`src/rtl/mem_arbiter_pkg.sv`:
```
// Shared constants for the unified-memory arbiter: FSM states, owner codes, default timing.
// Latency: n/a (constants only).
// Backpressure: n/a.
package mem_arbiter_pkg;

    localparam int DEF_MEM_LAT  = 1;
    localparam int DEF_MAX_WAIT = 4;

    localparam logic ST_IDLE = 1'b0;
    localparam logic ST_WAIT = 1'b1;

    localparam logic [1:0] OWN_NONE = 2'd0;
    localparam logic [1:0] OWN_IF   = 2'd1;
    localparam logic [1:0] OWN_D    = 2'd2;

    // Bits needed to hold 0..max_val, never less than one.
    function automatic int cnt_w(input int max_val);
        return (max_val < 1) ? 1 : $clog2(max_val + 1);
    endfunction

endpackage

```
`src/rtl/arb_starve_ctr.sv`:
```
// Saturating count of consecutive fetch arbitration losses; at_max forces fetch to win.
// Latency: count updates on the clock edge after inc/clr; at_max is a direct decode.
// Backpressure: none; clr has priority over inc.
module arb_starve_ctr
    import mem_arbiter_pkg::*;
#(
    parameter int MAX_WAIT = DEF_MAX_WAIT
) (
    input  logic clk,
    input  logic reset,
    input  logic inc,
    input  logic clr,
    output logic at_max
);

    localparam int            CNT_W = cnt_w(MAX_WAIT);
    localparam logic [CNT_W-1:0] CNT_MAX = CNT_W'(MAX_WAIT);

    logic [CNT_W-1:0] cnt_q;

    always_ff @(posedge clk or negedge reset) begin
        if (!reset) begin
            cnt_q <= '0;
        end else if (clr) begin
            cnt_q <= '0;
        end else if (inc && (cnt_q != CNT_MAX)) begin
            cnt_q <= cnt_q + CNT_W'(1);
        end
    end

    assign at_max = (cnt_q == CNT_MAX);

endmodule

```
`src/rtl/mem_arbiter.sv`:
```
// Shares one single-port RAM between fetch reads and load/store accesses (data priority, fetch anti-starvation).
// Latency: grant is combinational; read data returns MEM_LAT cycles after grant, writes finish in the grant cycle.
// Backpressure: requesters hold req until gnt; no grants while a read is outstanding, except in its return cycle.
module mem_arbiter
    import mem_arbiter_pkg::*;
#(
    parameter int ADDR_W   = 32,
    parameter int DATA_W   = 32,
    parameter int MEM_LAT  = DEF_MEM_LAT,
    parameter int MAX_WAIT = DEF_MAX_WAIT
) (
    input  logic                clk,
    input  logic                reset,

    input  logic                if_req_i,
    input  logic [ADDR_W-1:0]   if_addr_i,
    output logic                if_gnt_o,
    output logic                if_rvalid_o,
    output logic [DATA_W-1:0]   if_rdata_o,

    input  logic                d_req_i,
    input  logic                d_we_i,
    input  logic [ADDR_W-1:0]   d_addr_i,
    input  logic [DATA_W-1:0]   d_wdata_i,
    input  logic [DATA_W/8-1:0] d_strb_i,
    output logic                d_gnt_o,
    output logic                d_rvalid_o,
    output logic [DATA_W-1:0]   d_rdata_o,

    output logic                mem_en_o,
    output logic                mem_we_o,
    output logic [ADDR_W-1:0]   mem_addr_o,
    output logic [DATA_W-1:0]   mem_wdata_o,
    output logic [DATA_W/8-1:0] mem_strb_o,
    input  logic [DATA_W-1:0]   mem_rdata_i
);

    localparam int               LAT_W    = cnt_w(MEM_LAT);
    localparam logic [LAT_W-1:0] LAT_LOAD = LAT_W'(MEM_LAT);
    localparam logic [LAT_W-1:0] LAT_LAST = LAT_W'(1);

    logic              state_q;
    logic [1:0]        owner_q;
    logic [LAT_W-1:0]  lat_q;
    logic [DATA_W-1:0] if_rdata_q;
    logic [DATA_W-1:0] d_rdata_q;

    logic starve_max;
    logic rsp_fire;
    logic can_grant;
    logic if_win;
    logic d_win;
    logic rd_grant;

    // The return cycle of a read reopens arbitration so reads can issue every MEM_LAT cycles.
    assign rsp_fire  = (state_q == ST_WAIT) && (lat_q == LAT_LAST);
    assign can_grant = reset && ((state_q == ST_IDLE) || rsp_fire);

    assign if_win   = can_grant && if_req_i && (!d_req_i || starve_max);
    assign d_win    = can_grant && d_req_i && !if_win;
    assign rd_grant = if_win || (d_win && !d_we_i);

    assign if_gnt_o = if_win;
    assign d_gnt_o  = d_win;

    assign mem_en_o    = if_win || d_win;
    assign mem_we_o    = d_win && d_we_i;
    assign mem_addr_o  = if_win ? if_addr_i : d_addr_i;
    assign mem_wdata_o = d_win ? d_wdata_i : '0;
    assign mem_strb_o  = d_win ? d_strb_i : '0;

    assign if_rvalid_o = rsp_fire && (owner_q == OWN_IF);
    assign d_rvalid_o  = rsp_fire && (owner_q == OWN_D);

    // Return data passes straight through on the valid cycle and is held afterwards.
    assign if_rdata_o = if_rvalid_o ? mem_rdata_i : if_rdata_q;
    assign d_rdata_o  = d_rvalid_o  ? mem_rdata_i : d_rdata_q;

    always_ff @(posedge clk or negedge reset) begin
        if (!reset) begin
            state_q    <= ST_IDLE;
            owner_q    <= OWN_NONE;
            lat_q      <= '0;
            if_rdata_q <= '0;
            d_rdata_q  <= '0;
        end else begin
            if (if_rvalid_o) begin
                if_rdata_q <= mem_rdata_i;
            end
            if (d_rvalid_o) begin
                d_rdata_q <= mem_rdata_i;
            end

            if (rd_grant) begin
                state_q <= ST_WAIT;
                owner_q <= if_win ? OWN_IF : OWN_D;
                lat_q   <= LAT_LOAD;
            end else if (rsp_fire) begin
                state_q <= ST_IDLE;
                owner_q <= OWN_NONE;
                lat_q   <= '0;
            end else if (state_q == ST_WAIT) begin
                lat_q <= lat_q - LAT_LAST;
            end
        end
    end

    // Losses count only when fetch is actually waiting; idle fetch or a fetch grant resets the run.
    arb_starve_ctr #(
        .MAX_WAIT (MAX_WAIT)
    ) u_starve (
        .clk    (clk),
        .reset  (reset),
        .inc    (d_win && if_req_i),
        .clr    (!if_req_i || if_win),
        .at_max (starve_max)
    );

endmodule

```
`config.mk`:
```
export PLATFORM = sky130hd
export DESIGN_NAME = mem_arbiter
export DESIGN_NICKNAME = d
export VERILOG_FILES = /design/src/rtl/mem_arbiter_pkg.sv /design/src/rtl/arb_starve_ctr.sv /design/src/rtl/mem_arbiter.sv
export SDC_FILE = /design/constraint.sdc
export NUM_CORES = 1
export LEC_CHECK = 0
export CAP_MARGIN = 20
export CORE_ASPECT_RATIO = 1.25
export CORE_MARGIN = 2
export CORE_UTILIZATION = 25
export CTS_CLUSTER_SIZE = 10
export DETAILED_ROUTE_END_ITERATION = 12
export GPL_ROUTABILITY_DRIVEN = 1
export GPL_TIMING_DRIVEN = 0
export PLACE_DENSITY = 0.75
export SETUP_SLACK_MARGIN = 0.1
export SLEW_MARGIN = 15
export SYNTH_ARGS = -nofsm -noshare
export SYNTH_HDL_FRONTEND = slang
export SYNTH_SLANG_ARGS = --single-unit
```
`constraint.sdc`:
```
create_clock -name clk -period 6.2 [get_ports clk]
set_clock_uncertainty 0.05 [all_clocks]
set_input_delay 1.24 -clock clk [delete_from_list [all_inputs] [get_ports clk]]
set_output_delay 1.24 -clock clk [all_outputs]
set_load 0.005 [all_outputs]
```
==> impl_metrics.csv <==
group,metric,value,unit
status,status,"finished clean",
yosys,synth_fp_nets,396,
die,num_rows,48,
die,die_w,109,µm
timing,hold_ws,440,ps
yosys,syn_area_per_cell,13.4,µm²
critical_path,worstSetupPathDepth,7,
critical_path,crit_arrival,3570,ps
clock_tree,cts_resized,0,
timing,slew_violations,0,
critical_path,worst-r2r-setup-slack,4460,ps
timing,slew_headroom,66.2,%
timing,fin_crit,4860,ps
critical_path,r2r-end,"lat_q",
clock_tree,path_clk_slew,50,ps
power_and_ir_drop,seq_power_share,31.2,%
critical_path,end_kind,"output port",
placement,gp_congestion,0.767,
power_and_ir_drop,p_sw_share,25.8,%
drt,drt-total-wl,11500,µm
placement,hpwl,9550,µm
clock_tree,cts-buffers-inserted,9,
placement,io_buffers,274,
cells_and_area,num_antenna_cells,0,
clock_tree,post_cts_buffers,0,
drt,vias_per_cell,4.35,
die,dieArea,14700,µm²
hold_path,hold_start,"d_rdata_q[29]",
drt,drt_iter0_markers,61,
critical_path,r2r_cells,6,
clock_tree,postCtsHoldBufs,0,
yosys,yosys_warnings,0,
clock_tree,clk_latency,320,ps
critical_path,slowest_delay,460,ps
cells_and_area,fillers,1187,
grt,grt_max_degree,41,
cells_and_area,nNetsFinal,682,
drt,drt-pass1-iter-count,4,
clock_tree,clockRootBuffer,"clkbuf_16",
timing,tightest_slew,507,ps
die,initial_core_util,25.3,%
timing,setup_viol,0,
grt,grt_pass1_vias,3369,
yosys,synth_cells,257,
cells_and_area,mostFrequentLayoutCell,"clkdlybuf4s50_1",
power_and_ir_drop,p_per_area,350,nW/µm²
clock_tree,cts.path.max_buffers,2,
power_and_ir_drop,p_int,1.75,mW
critical_path,crit_required,4910,ps
drt,antenna_left,0,
timing,fmax,206,MHz
die,pin_count,275,
die,coreArea,13600,µm²
grt,grt-ovfl-total,0,
yosys,ys_seq_elements,71,
drt,post_drt_wl_per_cell,15.9,µm
critical_path,worstPathCellList,"buf_4 > buf_12 > nand2_1 > nor3_4 > buf_6 > mux2_2 > clkdlybuf4s50_1",
hold_path,hp-class,"flip-flop to flip-flop",
cells_and_area,stdcell_count,723,
yosys,syn_area,3450,µm²
critical_path,critPathCapture,"mem_addr_o[19]",
grt,grt_first_pass_wirelength,17500,µm
power_and_ir_drop,p_comb_share,47.4,%
critical_path,cp_max_fo,40,
power_and_ir_drop,vdd.ir_drop.worst,0.000210,V
timing,rsz0062_at_grt,"no",
yosys,yosysUniqueCellTypes,29,
critical_path,cpMaxStageDelayCell,"clkdlybuf4s50_1",
die,die_h,135,µm
drt,vias,3144,
cells_and_area,layout_common_cells,"clkdlybuf4s50_1, mux2_2, dfrtp_1, and2_1",
critical_path,path_delay_family,"buffers and inverters",
critical_path,criticalPathCategory,"input pin to output port",
drt,drc,0,
critical_path,r2r-start,"u_starve.cnt_q[0]",
clock_tree,htree_levels,3,
cells_and_area,syn2layout_area_growth,95.1,%
critical_path,crit_start,"reset",
clock_tree,clkSinkCount,71,
run,drv_cap,0,
power_and_ir_drop,p_leak,2.70,nW
cells_and_area,final_layout_size_suffix_gt1_share,23.4,%
timing,final-hold-violation-count,0,
power_and_ir_drop,p_clk_share,21.4,%
grt,antenna_found_initial,0,
clock_tree,cts_tree,"built",
yosys,ys_seq_area_share,51.5,%
critical_path,worstPathBufferInverterCount,4,
critical_path,worstSetupStartpointType,"input pin",
timing,post-route-period-util,78.4,%
power_and_ir_drop,switchingPower,0.607,mW
grt,grt_usage,15.4,%
placement,dp.cells,707,
==> synth_stat cells (all sizes together) <==
master	number	share of area, %
a31o	1	0.25
a21oi	3	0.44
buf	12	2.3
clkbuf	3	0.40
o31a	1	0.25
and2	37	6.7
nand2b	1	0.18
ha	2	0.73
nand4	2	0.36
nor4	1	0.18
mux2	96	31
a21boi	2	0.76
nand2	5	0.54
xnor2	1	0.25
nor2b	1	0.40
o2111a	1	0.33
dfrtp	71	52
o21ai	2	0.29
inv	6	0.65
nand4b	3	0.76
nand3b	1	0.22
nor2	1	0.11
o211ai	1	0.22
nor3	3	0.76
==> state kept, by name (all words and copies together) (netlist names) <==
register	cells
state_q	1
u_starve.cnt_q	3
owner_q	2
if_rdata_q	32
d_rdata_q	32
lat_q	1
==> how the worst min path moves through the flow <==
| stage | to | slack (ps) | depth (start not counted) |
|---|---|---|---|
| finish | d_rdata_q[29] | 440 | 1 |
| CTS | d_rdata_q[29] | 440 | 1 |
| floorplan | d_rdata_q[22] | 430 | 1 |
| global route | if_rdata_q[22] | 460 | 1 |
| detailed placement | if_rdata_q[6] | 430 | 1 |
| global placement | d_rdata_q[31] | 430 | 1 |
==> cell families after synthesis <==
logic type	Yosys count	share of synthesized area, %
xor+xnor	1	0.254
simple gates	55	10.2
flops	71	51.5
compound gates	11	2.54
fa+ha+maj	2	0.726
mux	96	31.4
buf+inv	21	3.34
==> worst reg2reg max path: cells and delay by family, from the launching register on <==
| kind | cells | cell delay [ps] |
|---|---|---|
| simple gates | 2 | 580 |
| compound gates | 1 | 100 |
| fa+ha+maj | 1 | 230 |
| buf+inv | 2 | 310 |
| flops | 1 | 390 |
==> metal layers <==
metal | global-route usage [%] | share of wire [%]
met4 | 6.55 | 3.0
met5 | 0 | 0
met2 | 29.0 | 56
met1 | 15.4 | 33
met3 | 4.57 | 8.3
==> metrics by stage <==
stage / TNS [ps] / util, % / setup slack (ps) / power, mW / instance area (µm²)
CTS: 0 / 49.3 / 1240 / 2.40 / 6720
global route: 0 / 49.3 / 1080 / 2.51 / 6720
finish: 0 / 49.3 / 1340 / 2.35 / 6720
global placement: -60480 / 47.0 / -1180 / 1.85 / 6410
detailed placement: 0 / 47.1 / 1220 / 1.88 / 6430
floorplan: 0 / - / 2610 / 1.15 / 3450
==> cell type report <==
class                           count  area, µm²  area share (%)
Clock inverter                      6       68.8            1.02
Timing Repair Buffer              275       2760            41.0
Inverter                            6       22.5           0.335
Tap cell                          175        219            3.26
Sequential cell                    71       1780            26.4
Multi-Input combinational cell    165       1560            23.1
Clock buffer                       10        229            3.41
Buffer                             15       92.6            1.38
==> power by group through the flow <==
stage / combinational, mW / sequential (mW) / clock (mW)
6_report: 1.11 / 0.735 / 0.504
5_1_grt: 1.21 / 0.757 / 0.542
4_1_cts: 1.14 / 0.739 / 0.518
3_5_place_dp: 1.13 / 0.746 / 0
3_3_place_gp: 1.11 / 0.735 / 0
2_1_floorplan: 0.421 / 0.725 / 0
Note: power is estimated with default switching activity, not from simulation.
